`config.mk`:
```
export PLATFORM = sky130hd
export DESIGN_NAME = crc32k_frame_tx
export DESIGN_NICKNAME = d
export VERILOG_FILES = /design/src/rtl/crc32k_frame_tx.sv
export SDC_FILE = /design/constraint.sdc
export NUM_CORES = 1
export LEC_CHECK = 0
export ABC_CLOCK_PERIOD_IN_PS = 8140
export CORE_UTILIZATION = 60
export CTS_BUF_LIST = sky130_fd_sc_hd__clkbuf_8
export DETAILED_ROUTE_END_ITERATION = 8
export PLACE_DENSITY = 0.86
export SKIP_CTS_REPAIR_TIMING = 1
export SYNTH_ARGS = -nofsm -noshare
export SYNTH_HDL_FRONTEND = slang
export SYNTH_SLANG_ARGS = --single-unit
```
`constraint.sdc`:
```
create_clock -name clk -period 8.14 [get_ports clk]
set_clock_uncertainty 0.2 [all_clocks]
set_input_delay 1.628 -clock clk [delete_from_list [all_inputs] [get_ports clk]]
set_output_delay 1.628 -clock clk [all_outputs]
set_load 0.1 [all_outputs]
```
`src/rtl/crc32k_frame_tx.sv`:
```
// Transmit framing stage: passes 16-bit payload words through and appends a
// running CRC-32K (high word first) after the last word of each frame.

module crc32k_frame_tx #(
   parameter logic [31:0] INIT      = 32'hFFFFFFFF,
   parameter logic [31:0] POLY      = 32'h741B8CD7,
   parameter logic [31:0] FINAL_XOR = 32'h00000000
) (
   input  logic        clk,
   input  logic        rst,
   input  logic [15:0] s_data,
   input  logic        s_valid,
   input  logic        s_last,
   output logic        s_ready,
   output logic [15:0] m_data,
   output logic        m_valid,
   output logic        m_last,
   input  logic        m_ready,
   output logic [31:0] crc_out,
   output logic        crc_done
);

   typedef enum logic [1:0] {StPayload, StCrcHi, StCrcLo} state_e;

   state_e      state_q;
   logic [31:0] crc_q;
   logic        slot_free;
   logic        in_beat;
   logic [31:0] fin;

   // Sixteen serial steps, s_data[0] enters first.
   function automatic logic [31:0] word_step(input logic [31:0] s, input logic [15:0] d);
      logic [31:0] r;
      r = s;
      for (int b = 0; b < 16; b++) begin
         r = {r[30:0], d[b]} ^ ({32{r[31]}} & POLY);
      end
      return r;
   endfunction

   always_comb begin
      slot_free = !m_valid | m_ready;
      s_ready   = (state_q == StPayload) & slot_free;
      in_beat   = s_valid & s_ready;
      fin       = crc_q ^ FINAL_XOR;
   end

   always_ff @(posedge clk) begin
      if (rst) begin
         state_q  <= StPayload;
         crc_q    <= INIT;
         m_valid  <= 1'b0;
         m_last   <= 1'b0;
         m_data   <= 16'h0000;
         crc_out  <= 32'h0000_0000;
         crc_done <= 1'b0;
      end else begin
         crc_done <= 1'b0;
         case (state_q)
            StPayload: begin
               if (in_beat) begin
                  m_data  <= s_data;
                  m_valid <= 1'b1;
                  m_last  <= 1'b0;
                  crc_q   <= word_step(crc_q, s_data);
                  if (s_last) begin
                     state_q <= StCrcHi;
                  end
               end else if (slot_free) begin
                  m_valid <= 1'b0;
               end
            end
            StCrcHi: begin
               if (slot_free) begin
                  m_data   <= fin[31:16];
                  m_valid  <= 1'b1;
                  m_last   <= 1'b0;
                  crc_out  <= fin;
                  crc_done <= 1'b1;
                  state_q  <= StCrcLo;
               end
            end
            StCrcLo: begin
               // Low word comes from crc_out so crc can re-arm in the same cycle.
               if (slot_free) begin
                  m_data  <= crc_out[15:0];
                  m_valid <= 1'b1;
                  m_last  <= 1'b1;
                  crc_q   <= INIT;
                  state_q <= StPayload;
               end
            end
            default: begin
               state_q <= StPayload;
            end
         endcase
      end
   end

endmodule

```
# Word level (Yosys, flattened, before mapping)
# Cells that the tools add are included.
[totals]
ff_bits = 85
input_bits = 21
word_cells = 66
[op_classes]
eq_ne = 8
n_mux = 19
n_bitwise = 20
reduce_logical = 12
[ops]
columns = ["op", "count"]
rows = [
  ["$xor A32 B31 Y32", 16],
  ["$mux W32", 2],
  ["$pmux W32 S2", 1],
  ["$mux W16", 3],
  ["$pmux W16 S3", 1],
  ["$mux W2", 4],
  ["$ne A2 B2 Y1 const B", 4],
  ["$reduce_and A4 Y1", 2],
  ["$pmux W2 S3", 1],
  ["$reduce_and A3 Y1", 2],
  ["$mux W1", 5],
  ["$reduce_bool A2 Y1", 2],
  ["$reduce_or A2 Y1", 2],
  ["$ne A3 B3 Y1 const B", 1],
  ["$pmux W1 S3", 1],
  ["$reduce_bool A3 Y1", 1],
  ["$and A1 B1 Y1", 2],
  ["$eq A2 B1 Y1 const B", 1],
  ["$eq A2 B2 Y1 const B", 1],
  ["$logic_not A2 Y1", 1],
  ["$ne A2 B1 Y1 const B", 1],
  ["$pmux W1 S2", 1],
  ["$reduce_and A2 Y1", 1],
  ["$logic_not A1 Y1", 1],
  ["other kinds (2)", 2],
]

# Longest topological paths before layout
# Gate-level depths: netlist of run 1.
[depth]
ltp_word = 18
ltp_mapped = 10

# Least setup slack after synthesis of run 1
# OpenSTA, ideal clock, no wires.
[synth_timing]
path_type = "input -> output"
startpoint = "input m_ready"
endpoint = "output s_ready"
t_arrival_ns = 2.591
required_ns = 6.312
setup_slack_ns = 3.721
path_stages = 2
cell_sequence = "nand2b_1 -> and2_1"
[synth_via]
elab_chain_cells = 2
[synth_rtl]
columns = ["element", "line_no", "source"]
rows = [
  ["start: declaration", "18", "input logic m_ready,"],
  ["$or A1 B1 Y1", "42", "slot_free = !m_valid | m_ready;"],
  ["$and A1 B1 Y1", "43", "s_ready = (state_q == StPayload) & slot_free;"],
  ["end: declaration", "14", "output logic s_ready,"],
]
# Every way passes these cells.

# Worst setup path in the final report of run 1
# Ends and elaborated chain as after synthesis.

==> results by group, run 1 <==
Setup path
  • Required time of the critical path: 6.31 ns
  • Crit path top cell by count: clkdlybuf4s50_1
  • Cell chain of the critical path: clkdlybuf4s50_1 > nand2b_1 > and2_1 > clkdlybuf4s50_1
  • Slowest Stage Delay on Critical Path: 1.12 ns
  • Critical Path Sink Type: output port
  • Type of element launching the critical path: input port
  • Logic depth of the worst path, buffers included: 4
  • Reg2reg setup slack: about 4.8 ns
  • Worst setup path class: input port to output port
  • Length in cells of the worst reg-to-reg path: 6
  • Kind of cell adding the most delay to the critical path: buffers and inverters
  • Data arrival at the endpoint of the critical path: 3.56 ns
  • Highest net fanout along the worst path: 7
  • Standard cell with the maximum stage delay on the critical path: clkdlybuf4s50_1
  • Buffer and inverter count on the worst path: 2

Drt
  • Detailed-route wire length: 13500 microns
  • Via count: 4154
  • Post-DRT Antenna Nets: 0
  • Number of iterations in the first detailed-routing pass: 5
  • Average wire per cell in the routed design: 19.0 microns
  • Via/cell ratio: 5.84
  • Remaining design rule violation count: 0
  • Violation count after the first detailed-routing iteration: 435

Synthesis
  • Cell type with the largest total area after synthesis: dfxtp_1
  • Seq/Total Area, Yosys: 33.2%
  • Biggest area contributors in the synthesized netlist: dfxtp_1 (33%), xnor2_1 (17%), xnor3_1 (7.9%), a21oi_1 (7.1%), xor2_1 (5.1%)
  • Syn Nets: 588
  • Number of enable flip-flop cells after synthesis: 0
  • Post-synthesis xor/xnor area fraction: 35.0%
  • Number of unique standard cell types used by synthesis: 35
  • Fraction of the mapped netlist area in simple logic gates: 11.5%
  • Adder-cell area share of the yosys netlist: 1.47%
  • Yosys synthesis warning count: 0
  • Post-synthesis instance area: 5120 sq um
  • Portion of synthesized cell area occupied by the leading cell type: 33.2%
  • Gate count of the mapped netlist: about 560
  • Largest family of logic cells by synthesized area: XOR/XNOR gates
  • Synth Register Bits: 85
  • Most used flip-flop cell after synthesis: dfxtp_1
  • Mux cell area share after synthesis: less than 1%
  • Mean instance size in the synthesized netlist: 9.13 sq um
  • Share of the synthesized area in compound gates (AO/OA/AOI/OAI): 13.5%
  • Proportion of synthesized flip-flops having asynchronous set or reset: 0%

Clock network
  • Clock tree buffer depth: 2
  • Number of clock buffers inserted by TritonCTS: 9
  • Master cell of the clock root buffer: clkbuf_8
  • Worst-skew pair later-pin latency: between 0.3 and 0.4 ns
  • Clock edge transition at the registers on the reported setup and hold paths: ~0.090 ns
  • Total number of clock tree sinks: 85
  • TritonCTS clock tree: built
  • Total number of H-tree levels: 3

Placement
  • Number of buffers added on ports: just over 70
  • Placer congestion estimate: 1.01
  • Detailed placer's ending HPWL: 9510 microns
  • Cell area after placement: 5750 sq um

STA
  • Final Hold Vio Count: 0
  • Setup tns final: 0 ns
  • Upper clock frequency limit: 186 MHz
  • Unrepaired setup endpoints after global routing: false
  • Number of failing setup endpoints in the final timing report: 0
  • Slew headroom: 22.8%
  • Time the final worst path needs with I/O delays and setup: around 5.4 ns
  • Ratio of final minimum period to clock period: 66.1%
  • Max-slew violation count: 0
  • Slew at the pin closest to its max-slew limit: about 1.2 ns
  • Worst slack on hold paths: between 0.2 and 0.3 ns

Finish
  • Area growth, synth to finish: 15.8%
  • Finished layout cell area: 5930 sq um
  • Antenna cells: 0
  • Fraction of final layout cells sized beyond drive strength 1: 4.79%
  • Final #Nets: about 630

Floorplan
  • Starting utilization of the core area: 62.0%
  • Core Box Area: 8260 sq um
  • Width of the chip: 94.4 microns
  • Area of the die: 8910 sq um
  • Count of boundary I/O pins: 73
  • FP Rows: 33
  • Height of the chip: about 94 microns

GRT
  • Global-route wire length before repair: between 20000 and 25000 microns
  • Global-route congestion overflow total: 0
  • Global-route usage over all layers: 32.2%
  • Pin count of the biggest net entering global routing: 66
  • Via count of the first global-routing pass: 3863
  • Number of antenna violations at the first check in global routing: 0

Min path
  • Hold Crit Depth: 2
  • Min-delay worst type: flip-flop to flip-flop

Flow run
  • Number of max-capacitance violations reported: 0

Run status
  • Run status: finished, final reports clean
layer usage:
metal	vias up	global-route usage, %	wire, microns
li1	1927	-	-
met1	1978	43.1	5510
met2	220	52.4	6390
met3	29	6.04	1320
met4	0	10.5	299
met5	-	0	0
registers in the layout, indices dropped and copies added, names as in the netlist:
signal,count
crc_done,1
crc_out,32
crc_q,32
m_data,16
m_last,1
m_valid,1
state_q,2
final timing paths:
check | end | start
worst max-delay path | s_ready | m_ready
worst min-delay path | crc_out[21] | crc_out[21]
worst max register to register | crc_q[11] | crc_q[27]
worst min register to register | crc_out[21] | crc_out[21]
kinds of logic (layout without fill, tap and decap cells):
logic type               after synthesis  after routing
AO/OA/AOI/OAI                        118            118
AND/OR/NAND/NOR                      145            145
XOR/XNOR                             156            156
adder cells (fa/ha/maj)                6              6
buffers and inverters                 48             93
multiplexers                           3              3
flip-flops                            85             85
stage by stage:
step / instances / utilization (%) / worst slack [ns]
after floorplan: 561 / - / 3.72
after global placement: 695 / 69.6 / 2.76
after detailed placement: 695 / 69.6 / 2.76
after CTS: 711 / 71.8 / 2.75
after global routing: 711 / 71.8 / 2.69
final: 711 / 71.8 / 2.76
worst register-to-register path, stage by stage, from the launching register on:
cell	delay, ns
dfxtp_1	0.82
xor2_4	0.45
xnor3_2	0.51
xnor3_2	0.47
xnor2_4	0.36
xnor3_1	0.38
a21oi_1	0.13
cell type report:
type,count,area (sq um)
repair buffers,74,731
flip-flops and latches,85,1700
clock inverters,7,56.3
multi-input cells,428,3170
well taps,105,131
fillers,618,2330
clock buffers,9,124
inverters,3,11.3
cells in the mapped netlist, types with 3 or more instances:
master,count
buf_2,5
nand2b_1,11
nor2_1,59
a21oi_1,73
ha_1,6
a211oi_1,16
xnor2_1,97
xor2_1,30
nand2_1,68
mux2i_1,3
xnor2_4,3
o22ai_1,9
xnor3_1,18
a22oi_1,16
buf_6,4
inv_1,3
clkbuf_1,27
xnor3_2,3
dfxtp_1,85
buf_4,4
cell usage in the layout, fill, tap and decap left out, drive strengths merged, types with 9 or more instances in the layout:
cell,synthesis,routed
a211oi,16,16
a21oi,73,73
a22oi,16,16
clkbuf,28,9
clkdlybuf4s50,0,71
dfxtp,85,85
nand2,68,68
nand2b,11,11
nor2,59,59
o22ai,9,9
xnor2,101,101
xnor3,21,21
xor2,32,32
Power of run 1 is left out: the tool's default activity adds up to more than one toggle a clock period on the data nets, which glitch-free logic cannot reach.
==> inputs of run 2 (changes only) <==
ABC_CLOCK_PERIOD_IN_PS = 5400   (was 8140)
CORE_UTILIZATION = 57   (was 60)
PLACE_DENSITY = 0.82   (was 0.86)
clock period = 5.4 ns   (was 8.14 ns; I/O delays follow)
==> run 2 against run 1 <==
Design area is 0.34% higher. Count of clock-buffer cells in the layout unchanged. Non-clock buffer count did not move. Hold slack barely moved. First-iteration DRC count is 1.4% higher. Utilization fell by 3.6 points. Critical path type unchanged. Sequential cell count did not move. Largest cell class unchanged.
==> results by group, run 2 (synthesis gave the netlist of run 1 again) <==
STA
  • Slew at the pin closest to its max-slew limit: 1.21 ns (+0.0569 ns)
  • Number of failing setup endpoints in the final timing report: 0 (unchanged)
  • Slew headroom: 19.0% (-3.8 points)
  • Upper clock frequency limit: approximately 290 MHz
  • Unrepaired setup endpoints after global routing: false
  • Max-slew violation count: 0 (unchanged)
  • Setup tns final: 0 ns (unchanged)
  • Ratio of final minimum period to clock period: 64.4%
  • Final Hold Vio Count: 0 (unchanged)
  • Time the final worst path needs with I/O delays and setup: 3.48 ns

Setup path
  • RR Endpoint: crc_q[20]
  • Kind of cell adding the most delay to the critical path: buffers and inverters
  • Cell chain of the critical path: clkdlybuf4s50_1 > nand2b_1 > and2_1 > buf_4
  • Highest net fanout along the worst path: 7 (unchanged)
  • Worst setup path class: input port to output port
  • Type of element launching the critical path: input port
  • Required time of the critical path: 4.12 ns (-2.19 ns)
  • Length in cells of the worst reg-to-reg path: 6 (unchanged)
  • Data arrival at the endpoint of the critical path: 2.20 ns (-1.36 ns)
  • Critical Path Sink Type: output port
  • Slowest Stage Delay on Critical Path: 0.45 ns (-0.67 ns)
  • Standard cell with the maximum stage delay on the critical path: clkdlybuf4s50_1
  • Reg2reg setup slack: 2.00 ns (-2.76 ns)
  • Buffer and inverter count on the worst path: 2 (unchanged)
  • Launching point of the worst reg2reg path: crc_q[27]

Run status
  • Run status: finished, final reports clean

Drt
  • Remaining design rule violation count: 0 (unchanged)
  • Via count: 4143 (-0.26%)
  • Detailed-route wire length: 14100 microns (+4.2%)
  • Violation count after the first detailed-routing iteration: 441 (+1.4%)
  • Number of iterations in the first detailed-routing pass: 5 (unchanged)
  • Via/cell ratio: 5.80 (-0.68%)
  • Average wire per cell in the routed design: 19.7 microns (+3.7%)
  • Post-DRT Antenna Nets: 0 (unchanged)

Min path
  • Min-delay src: crc_out[16]
  • Hold path endpoint: crc_out[16]
  • Hold Crit Depth: 2 (unchanged)
  • Min-delay worst type: flip-flop to flip-flop

GRT
  • Global-route usage over all layers: 31.0% (-1.2 points)
  • Pin count of the biggest net entering global routing: 35 (-47%)
  • Via count of the first global-routing pass: 4001 (+3.6%)
  • Number of antenna violations at the first check in global routing: 0 (unchanged)
  • Global-route wire length before repair: 22100 microns (+4.8%)
  • Global-route congestion overflow total: 0 (unchanged)

Finish
  • Area used by multi-input combinational logic: 3170 sq um (unchanged)
  • Area used by sequential logic in the layout: 1700 sq um (unchanged)
  • Regs by FF count: crc_out: 32 flops, crc_q: 32 flops, m_data: 16 flops
  • Commonest non-fill, non-tap cells in the layout: xnor2_1 (97), dfxtp_1 (85), a21oi_1 (73)
  • Area growth, synth to finish: 16.2%
  • # fillers: 692 (+12%)
  • Antenna cells: 0 (unchanged)
  • Final #Nets: 628 (unchanged)
  • Most common cell after layout, fill and taps aside: xnor2_1
  • Fraction of final layout cells sized beyond drive strength 1: 4.79% (unchanged)

Floorplan
  • FP Rows: 34 (+3.0%)
  • Width of the chip: 96.8 microns (+2.5%)
  • Height of the chip: 96.8 microns (+2.5%)
  • Starting utilization of the core area: 58.7% (-3.3 points)
  • Count of boundary I/O pins: 73 (unchanged)
  • Area of the die: 9370 sq um (+5.2%)
  • Core Box Area: 8720 sq um (+5.6%)

Clock network
  • TritonCTS clock tree: built
  • Clock edge transition at the registers on the reported setup and hold paths: 0.09 ns (about the same)
  • Worst-skew pair later-pin latency: 0.37 ns (about the same)
  • Total number of clock tree sinks: 85 (unchanged)
  • Clock tree buffer depth: 2 (unchanged)
  • Master cell of the clock root buffer: clkbuf_8
  • Number of clock buffers inserted by TritonCTS: 9 (unchanged)
  • Total number of H-tree levels: 3 (unchanged)

Placement
  • Detailed placer's ending HPWL: 10000 microns (+5.6%)
  • Placer congestion estimate: 0.935 (-7.3%)
  • Number of buffers added on ports: 72 (unchanged)

Flow run
  • Number of max-capacitance violations reported: 0 (unchanged)
## run 2: cell count changes in the layout (fill, tap and decap cells not counted)
| cell | previous run | this run |
|---|---|---|
| clkinvlp_4 | 1 | 2 |
| inv_6 | 3 | 2 |
| clkinv_4 | 2 | 1 |
| buf_4 | 2 | 3 |
| clkdlybuf4s50_1 | 71 | 70 |
| clkinv_2 | 1 | 0 |
| bufinv_16 | 0 | 1 |
| inv_1 | 3 | 4 |
## run 2: worst max-delay path by stage
| stage | from | endpoint | slack [ns] | depth (start not counted) |
|---|---|---|---|---|
| after CTS | m_ready | s_ready | 1.93 | 4 |
| after global placement | m_ready | crc_q[30] | 1.79 | 7 |
| after floorplan | m_ready | s_ready | 2.08 | 2 |
| final | m_ready | s_ready | 1.92 | 4 |
| after detailed placement | m_ready | crc_q[20] | 1.69 | 7 |
| after global routing | m_ready | s_ready | 1.87 | 4 |
## run 2: cell type report
cell class                      instances  share of cell area, %
Clock buffer                            9                   2.08
Clock inverter                          7                   1.26
Inverter                                3                  0.189
Multi-Input combinational cell        428                   53.4
Sequential cell                        85                   28.6
Tap cell                              108                   2.27
Timing Repair Buffer                   74                   12.2
## run 2: worst reg2reg max path, stage by stage, from the launching register on
cell and delay, ns:
dfxtp_1 0.80, xor2_4 0.45, xnor3_2 0.53, xnor3_2 0.47, xnor2_4 0.33, xnor3_1 0.39
a21oi_1 0.16
## run 2: metrics by stage
step / hold slack [ns] / worst slack, ns / util [%] / cell area (sq um) / std cells
after detailed placement: 0.248 / 1.69 / 65.9 / 5750 / 698
final: 0.258 / 1.92 / 68.2 / 5950 / 714
after floorplan: 0.257 / 2.08 / - / 5120 / 561
after CTS: 0.260 / 1.93 / 68.2 / 5950 / 714
after global placement: 0.244 / 1.79 / 65.9 / 5750 / 698
after global routing: 0.279 / 1.87 / 68.2 / 5950 / 714
## run 2: metal layers
layer  share of wire, %  routed length (microns)  global-route usage (%)
met5                  0                        0                       0
met4                2.3                      317                    11.3
met3                8.8                     1230                    5.49
met2                 47                     6580                    49.3
met1                 42                     5940                    42.3
Power of run 2 is left out for the same reason.
